`src/rtl/if_fetch_stage.sv`:
```
// MIPS instruction-fetch front end: imem req/ack fetcher feeding a 2-entry prefetch FIFO.
// Optional IF_BYPASS_EN forwards an acked word straight to decode when the FIFO is empty.
module if_fetch_stage #(
    parameter logic [31:0] RESET_PC = 32'h0000_0000
) (
    input  logic        clk,
    input  logic        rst,
    input  logic        id_stall,
    input  logic        id_branch,
    input  logic [31:0] id_new_pc,
    output logic        imem_req,
    output logic [31:0] imem_addr,
    input  logic        imem_ack,
    input  logic [31:0] imem_rdata,
    output logic [31:0] if_inst,
    output logic [31:0] if_pc4,
    output logic [3:0]  if_ins_type,
    output logic [3:0]  if_ins_number
);
    typedef enum logic [1:0] {IDLE, WAIT, DROP} state_t;

    state_t      state, state_nx;
    logic [31:0] fpc, req_pc;
    logic [31:0] q_inst [2];
    logic [31:0] q_pc4 [2];
    logic [1:0]  cnt, cnt_pop;
    logic [3:0]  tag;
    logic        issue, keep, pop, byp, take, push, valid;
    logic [31:0] new_pc4;
    logic [5:0]  op;

    // occupancy is the registered count, so a same-cycle pop never frees a slot
    assign issue     = (state == IDLE) && (cnt < 2'd2) && !rst;
    assign imem_req  = issue || (state != IDLE);
    assign imem_addr = (state == IDLE) ? fpc : req_pc;
    assign new_pc4   = imem_addr + 32'd4;
    assign keep      = imem_req && imem_ack && !id_branch && (state != DROP);
    assign pop       = (cnt != 2'd0) && !id_stall && !id_branch;
`ifdef IF_BYPASS_EN
    assign byp = (cnt == 2'd0) && (state == WAIT) && imem_ack && !id_branch;
`else
    assign byp = 1'b0;
`endif
    assign take    = byp && !id_stall;
    assign push    = keep && !take;
    assign cnt_pop = cnt - {1'b0, pop};

    always_comb begin
        state_nx = state;
        unique case (state)
            IDLE: if (issue && !imem_ack) state_nx = id_branch ? DROP : WAIT;
            WAIT: begin
                if (imem_ack)       state_nx = IDLE;
                else if (id_branch) state_nx = DROP;
            end
            DROP: if (imem_ack) state_nx = IDLE;
            default: state_nx = IDLE;
        endcase
    end

    always_ff @(posedge clk or posedge rst) begin
        if (rst) state <= IDLE;
        else     state <= state_nx;
    end

    always_ff @(posedge clk or posedge rst) begin
        if (rst) begin
            fpc      <= RESET_PC;
            req_pc   <= RESET_PC;
            cnt      <= 2'd0;
            tag      <= 4'd0;
            q_inst[0] <= '0;
            q_inst[1] <= '0;
            q_pc4[0]  <= '0;
            q_pc4[1]  <= '0;
        end else begin
            if (issue) req_pc <= fpc;
            if (id_branch) fpc <= id_new_pc;
            else if (keep) fpc <= new_pc4;
            if (pop || take) tag <= tag + 4'd1;
            if (id_branch) begin
                cnt <= 2'd0;
            end else begin
                if (pop) begin
                    q_inst[0] <= q_inst[1];
                    q_pc4[0]  <= q_pc4[1];
                end
                // a push lands behind whatever survives this cycle's pop
                if (push) begin
                    if (cnt_pop == 2'd0) begin
                        q_inst[0] <= imem_rdata;
                        q_pc4[0]  <= new_pc4;
                    end else begin
                        q_inst[1] <= imem_rdata;
                        q_pc4[1]  <= new_pc4;
                    end
                end
                cnt <= cnt_pop + {1'b0, push};
            end
        end
    end

    always_comb begin
        valid   = 1'b1;
        if_inst = q_inst[0];
        if_pc4  = q_pc4[0];
        if (cnt == 2'd0) begin
            if (byp) begin
                if_inst = imem_rdata;
                if_pc4  = new_pc4;
            end else begin
                valid   = 1'b0;
                if_inst = '0;
                if_pc4  = '0;
            end
        end
        op          = if_inst[31:26];
        if_ins_type = 4'd0;
        if (valid) begin
            unique case (1'b1)
                op == 6'b000000:     if_ins_type = 4'd1;
                op == 6'b100011:     if_ins_type = 4'd2;
                op == 6'b101011:     if_ins_type = 4'd3;
                op[5:1] == 5'b00010: if_ins_type = 4'd4;
                op[5:1] == 5'b00001: if_ins_type = 4'd5;
                default:             if_ins_type = 4'd6;
            endcase
        end
    end

    assign if_ins_number = tag;
endmodule

```
`config.mk`:
```
export PLATFORM = sky130hd
export DESIGN_NAME = if_fetch_stage
export DESIGN_NICKNAME = d
export VERILOG_FILES = /design/src/rtl/if_fetch_stage.sv
export SDC_FILE = /design/constraint.sdc
export NUM_CORES = 1
export LEC_CHECK = 0
export ABC_AREA = 1
export BUFFER_PORTS_ARGS = -buffer_cell sky130_fd_sc_hd__clkbuf_2
export CAP_MARGIN = 20
export CORE_MARGIN = 2
export CORE_UTILIZATION = 55
export DETAILED_ROUTE_END_ITERATION = 7
export GPL_TIMING_DRIVEN = 1
export PLACE_DENSITY = 0.88
export SLEW_MARGIN = 20
export SYNTH_ARGS = -nofsm -noshare
export SYNTH_HDL_FRONTEND = slang
export SYNTH_SLANG_ARGS = --single-unit
```
`constraint.sdc`:
```
create_clock -name clk -period 17 [get_ports clk]
set_clock_uncertainty 0.15 [all_clocks]
set_input_delay 0.85 -clock clk [delete_from_list [all_inputs] [get_ports clk]]
set_output_delay 0.85 -clock clk [all_outputs]
set_load 0.1 [all_outputs]
```
# Yosys cells after proc, flatten, opt, wreduce, memory -nomap -nowiden
# Cells that the tools add are included.
# classes
add_sub_neg,4
order_cmp,1
n_eq_ne,10
mux,22
bitwise_logic,2
n_reduce_logical,22
# op_table
op,count
$mux 32,11
$mux 64,2
$add 32x3->32 const B,1
$pmux 3 s5,1
$eq 6x6->1 const B,2
$mux 2,6
$logic_and 1x1->1,8
$logic_not 2->1,3
$logic_not 6->1,1
$pmux 2 s3,1
$reduce_and 3->1,2
$reduce_bool 2->1,3
$eq 5x1->1 const B,1
$eq 5x2->1 const B,1
$add 4x1->4 const B,1
$logic_not 1->1,4
$ne 2x2->1 const B,2
$mux 3,1
$ne 3x3->1 const B,1
$add 2x1->2,1
$eq 2x1->1 const B,1
$eq 2x2->1 const B,1
$lt 2x2->1 const B,1
$ne 2x1->1 const B,1
3 further kinds,4
# word_totals
reg_bits,200
out_inout_bits,105
wordCells,70

# Logic depth before layout (Yosys ltp)
# logic_depth
word_depth,9
ltp_mapped,16

# Worst setup path before layout
# OpenSTA, ideal clock, no wires.
# synth_timing
kind,input to register
start,input rst
end,register q_pc4[37] in the netlist's numbering
setup_time_ns,0.117
arrival_ns,7.572
setup_slack_ns,9.161
path_stages,13
cell_sequence,inv_1 > nand3_2 > nand2_1 > nand2_1 > buf_4 > inv_4 > nand2_4 > inv_2 > buf_4 > buf_4 > nand2_1 > o21ai_1 > inv_1
# synth_between
elab_chain_cells,7
# synth_rtl
item,line_no,rtl
start: declaration,7,"input logic rst,"
$logic_not 1->1 (no line),-,
$logic_and 1x1->1,33,assign issue = (state == IDLE) && (cnt < 2'd2) && !rst;
$logic_or 1x1->1,34,assign imem_req = issue || (state != IDLE);
named net imem_req,11,"output logic imem_req,"
$logic_and 1x1->1 (3 in a row),37,assign keep = imem_req && imem_ack && !id_branch && (state != DROP);
$mux 64,89,if (push) begin
end: declaration,25,logic [31:0] q_pc4 [2];
# The timed path passes the listed nets, and every way through them passes these cells.
# A chain may end at the register's enable or synchronous reset.

# Worst setup path in the final report
# layout_timing
start,register state[0]
end,register q_pc4[48] in the netlist's numbering
# layout_between
elab_chain_cells,8
elab_cells_between_ends,13
cone_classes,add/sub: 1; eq/ne: 1; mux: 3; reduce/logical: 8
# layout_rtl
item,line_no,rtl
start: declaration,22,"state_t state, state_nx;"
start signal: assignment,63,else state <= state_nx;
"parallel branches: the longest is 7 deep, another holds $add 32x3->32",-,
$mux 64 *,89,
# Mark *: on every way between the ends.

==> key figures <==
Setup path
  • Crit-path slowest cell: inv_2
  • Critical Path End Type: flip-flop
  • Worst Reg-to-Reg Cells: 12
  • Critical Path RT: 17,180 ps
  • R2R Path End: q_pc4[48]$_DFFE_PP0N_
  • WS Path Type: flip-flop to flip-flop
  • Worst path max stage delay: 730 ps
  • Worst-path cell chain: nor2_8, nand3_2, buf_4, nand2_1, nand2_1, buf_4, inv_4, nand2_4, inv_2, nand3_1, o21ai_0, inv_1
  • Worst Path Max Fanout: 91
  • Buffers & Inverters on Critical Path: 5
  • Levels on crit path: 12
  • Arr. time, crit path: 4460 ps
  • Reg2Reg Setup Slack: 12,730 ps
  • Nature of the critical path startpoint: flip-flop
  • Critical path's top delay family: simple AND/OR/NAND/NOR gates
  • Worst R2R Start: state[0]$_DFFE_PP0P_

Finish
  • Filler Cells Inserted: 1,688
  • Share of layout cells above drive strength 1: 0.178
  • Final nets: 1,677
  • Ant diodes: 0
  • Area grow syn2layout: 13.9%

Timing
  • RSZ-0062 raised after global routing: no
  • Relative slew slack: 0.378
  • Fin. Hold Viols: 0
  • Tightest Pin Transition: 931 ps
  • Final Cycle Share: 0.251
  • Setup TNS: 0 ps
  • Setup violations, final: 0
  • Fmax: 0.234 GHz
  • Final Critical Period: 4270 ps
  • Slew Limit Fails: 0

CTS
  • CTS clock-pin slew for the worst setup and hold paths: 80 ps
  • Root buffer cell: clkbuf_16
  • Clock tree sinks: 200
  • Quantity of gates resized following cts: 0
  • Postcts setup bufs: 0
  • CTS Hold Buffers Added: 0
  • Clk Latency, worst-skew pair: 440 ps
  • Inserted Clock Buffers: 17
  • CTS tree: yes
  • CTS HTree Levels: 4
  • Max clock buf depth: 2

Drt
  • Routed Wire Length: 28.8 mm
  • WL met2: 13.4 mm
  • Iter 0 DRT Violations: 904
  • Final ANT Viol Nets: 0
  • Metal3 WL: 2.64 mm
  • DR top layer: met4
  • Vias: 10,100
  • Wire length on met1: 12.2 mm
  • Residual DRC: 0
  • Vias per inst: 5.39
  • WL/cell: 15.3 microns
  • Drt pass-1 iters: 5

Synth
  • Unique cell type count in the Yosys netlist: 42
  • Synthesized area per cell: 7.36 sq um
  • Post-synth top flop: dfrtp_1
  • Post-synth ARST share: 1.00
  • YS warnings: 0
  • Post-Syn Area: 10,900 sq um
  • Cells after Synth: 1,481
  • Post-Syn Nets: 1,554
  • EDFF count, synth: 0
  • Sequential fraction of the synthesis area: 0.459
  • #FFs+latches synth: 200

GRT
  • Total gr overflow: 0
  • First-pass GRT wire length: 45.9 mm
  • Antenna violations before repair: 0
  • Largest net degree at the start of global routing: 127
  • All-Layer GR Usage: 0.280
  • Vias in the first global route: 9,149

Floorplan
  • Vert. Die Dim: 145 microns
  • Die area: 21,000 sq um
  • I/O pins: 174
  • Core area: 19,500 sq um
  • Row count: 51
  • Starting Density: 0.560
  • Die width: 145 microns

Flow run
  • MaxCap Viol Count: 0

Placed design
  • Post-DP HPWL: 19.7 mm
  • I/O Buffers: 172
  • RD Place Congestion: 0.937

Worst hold path
  • Worst hold stages: 1
  • Hold EP: if_ins_number[3]$_DFFE_PP0P_
  • Min-delay src: if_ins_number[3]$_DFFE_PP0P_
  • Min-Delay Path Class: flip-flop to flip-flop

Outcome
  • Status: completed
final cells by class:
cell class,instances,area [sq um],area share
clock buffers,17,425,0.0342
well taps,265,332,0.0267
inverters,210,798,0.0643
flip-flops and latches,200,5000,0.403
clock inverters,15,200,0.0161
repair buffers,181,941,0.0757
multi-input cells,994,4720,0.380
cell usage after synthesis, types with 4 or more instances:
library cell / n / area (sq um)
dfrtp_1: 200 / 5000
ha_1: 4 / 50.1
nand3_1: 67 / 335
nor2_4: 4 / 45.0
o21ai_1: 26 / 130
a211oi_1: 4 / 30.0
clkbuf_1: 40 / 150
o21ai_0: 124 / 621
o221ai_1: 6 / 52.6
inv_2: 5 / 18.8
nand2_1: 485 / 1820
nand2_4: 5 / 56.3
nand2_2: 28 / 175
o21bai_1: 12 / 90.1
a31oi_1: 4 / 25.0
nor2_1: 115 / 432
nor2_2: 13 / 81.3
buf_4: 9 / 67.6
xor2_1: 9 / 78.8
buf_2: 19 / 95.1
inv_1: 204 / 766
o21ai_2: 4 / 35.0
o211ai_1: 51 / 383
nor3_1: 5 / 25.0
mux2_2: 4 / 45.0
a21oi_1: 8 / 40.0
flip-flops by register name, indices dropped and copies added, names as in the netlist:
register and cells:
cnt 2, fpc 32, if_ins_number 4, q_inst 64
q_pc4 64, req_pc 32, state 2
cell families after synthesis:
logic type / synth area share
other: 0.000344
adder cells (fa/ha/maj): 0.00459
AO/OA/AOI/OAI: 0.134
AND/OR/NAND/NOR: 0.279
XOR/XNOR: 0.00964
buffers and inverters: 0.110
multiplexers: 0.00413
flip-flops: 0.459
stage by stage:
step           utilization  area (sq um)  std cells  hold slack [ps]  setup slack (ps)
6_report             0.638         12400       1882              327             12730
5_1_grt              0.638         12400       1882              345             12390
4_1_cts              0.637         12400       1881              327             12790
3_5_place_dp         0.605         11800       1849              309             12320
3_3_place_gp         0.605         11800       1849              304             12470
2_1_floorplan            -         10900       1481              292              9160
worst max path at each step:
| stage | from | end | slack, ps |
|---|---|---|---|
| floorplan | rst | q_pc4[37]$_DFFE_PP0N_ | 9160 |
| global placement | rst | q_pc4[48]$_DFFE_PP0N_ | 12470 |
| detailed placement | rst | q_pc4[48]$_DFFE_PP0N_ | 12320 |
| CTS | rst | q_pc4[48]$_DFFE_PP0N_ | 12790 |
| global route | rst | q_pc4[52]$_DFFE_PP0N_ | 12390 |
| finish | state[0]$_DFFE_PP0P_ | q_pc4[48]$_DFFE_PP0N_ | 12730 |
routing by layer:
layer  global-route usage  vias up
met2                0.439      474
met4               0.0818        0
met1                0.398     4759
met3               0.0536       39
li1                     -     4870
met5                    0        -
placed cells by master, fill, tap and decap left out, drive strengths merged, types with 4 or more instances in the layout:
| master | instances |
|---|---|
| clkinv | 4 |
| o21ai | 154 |
| nand2 | 518 |
| inv | 218 |
| nor3 | 5 |
| o211ai | 51 |
| dfrtp | 200 |
| a21oi | 8 |
| buf | 9 |
| a211oi | 4 |
| a31oi | 4 |
| nand3 | 68 |
| clkbuf | 189 |
| xor2 | 9 |
| o21bai | 14 |
| mux2 | 4 |
| nor2 | 133 |
| o221ai | 6 |
| ha | 4 |
Power is left out: the tool's default activity adds up to more than one toggle a clock period on the data nets, which glitch-free logic cannot reach.
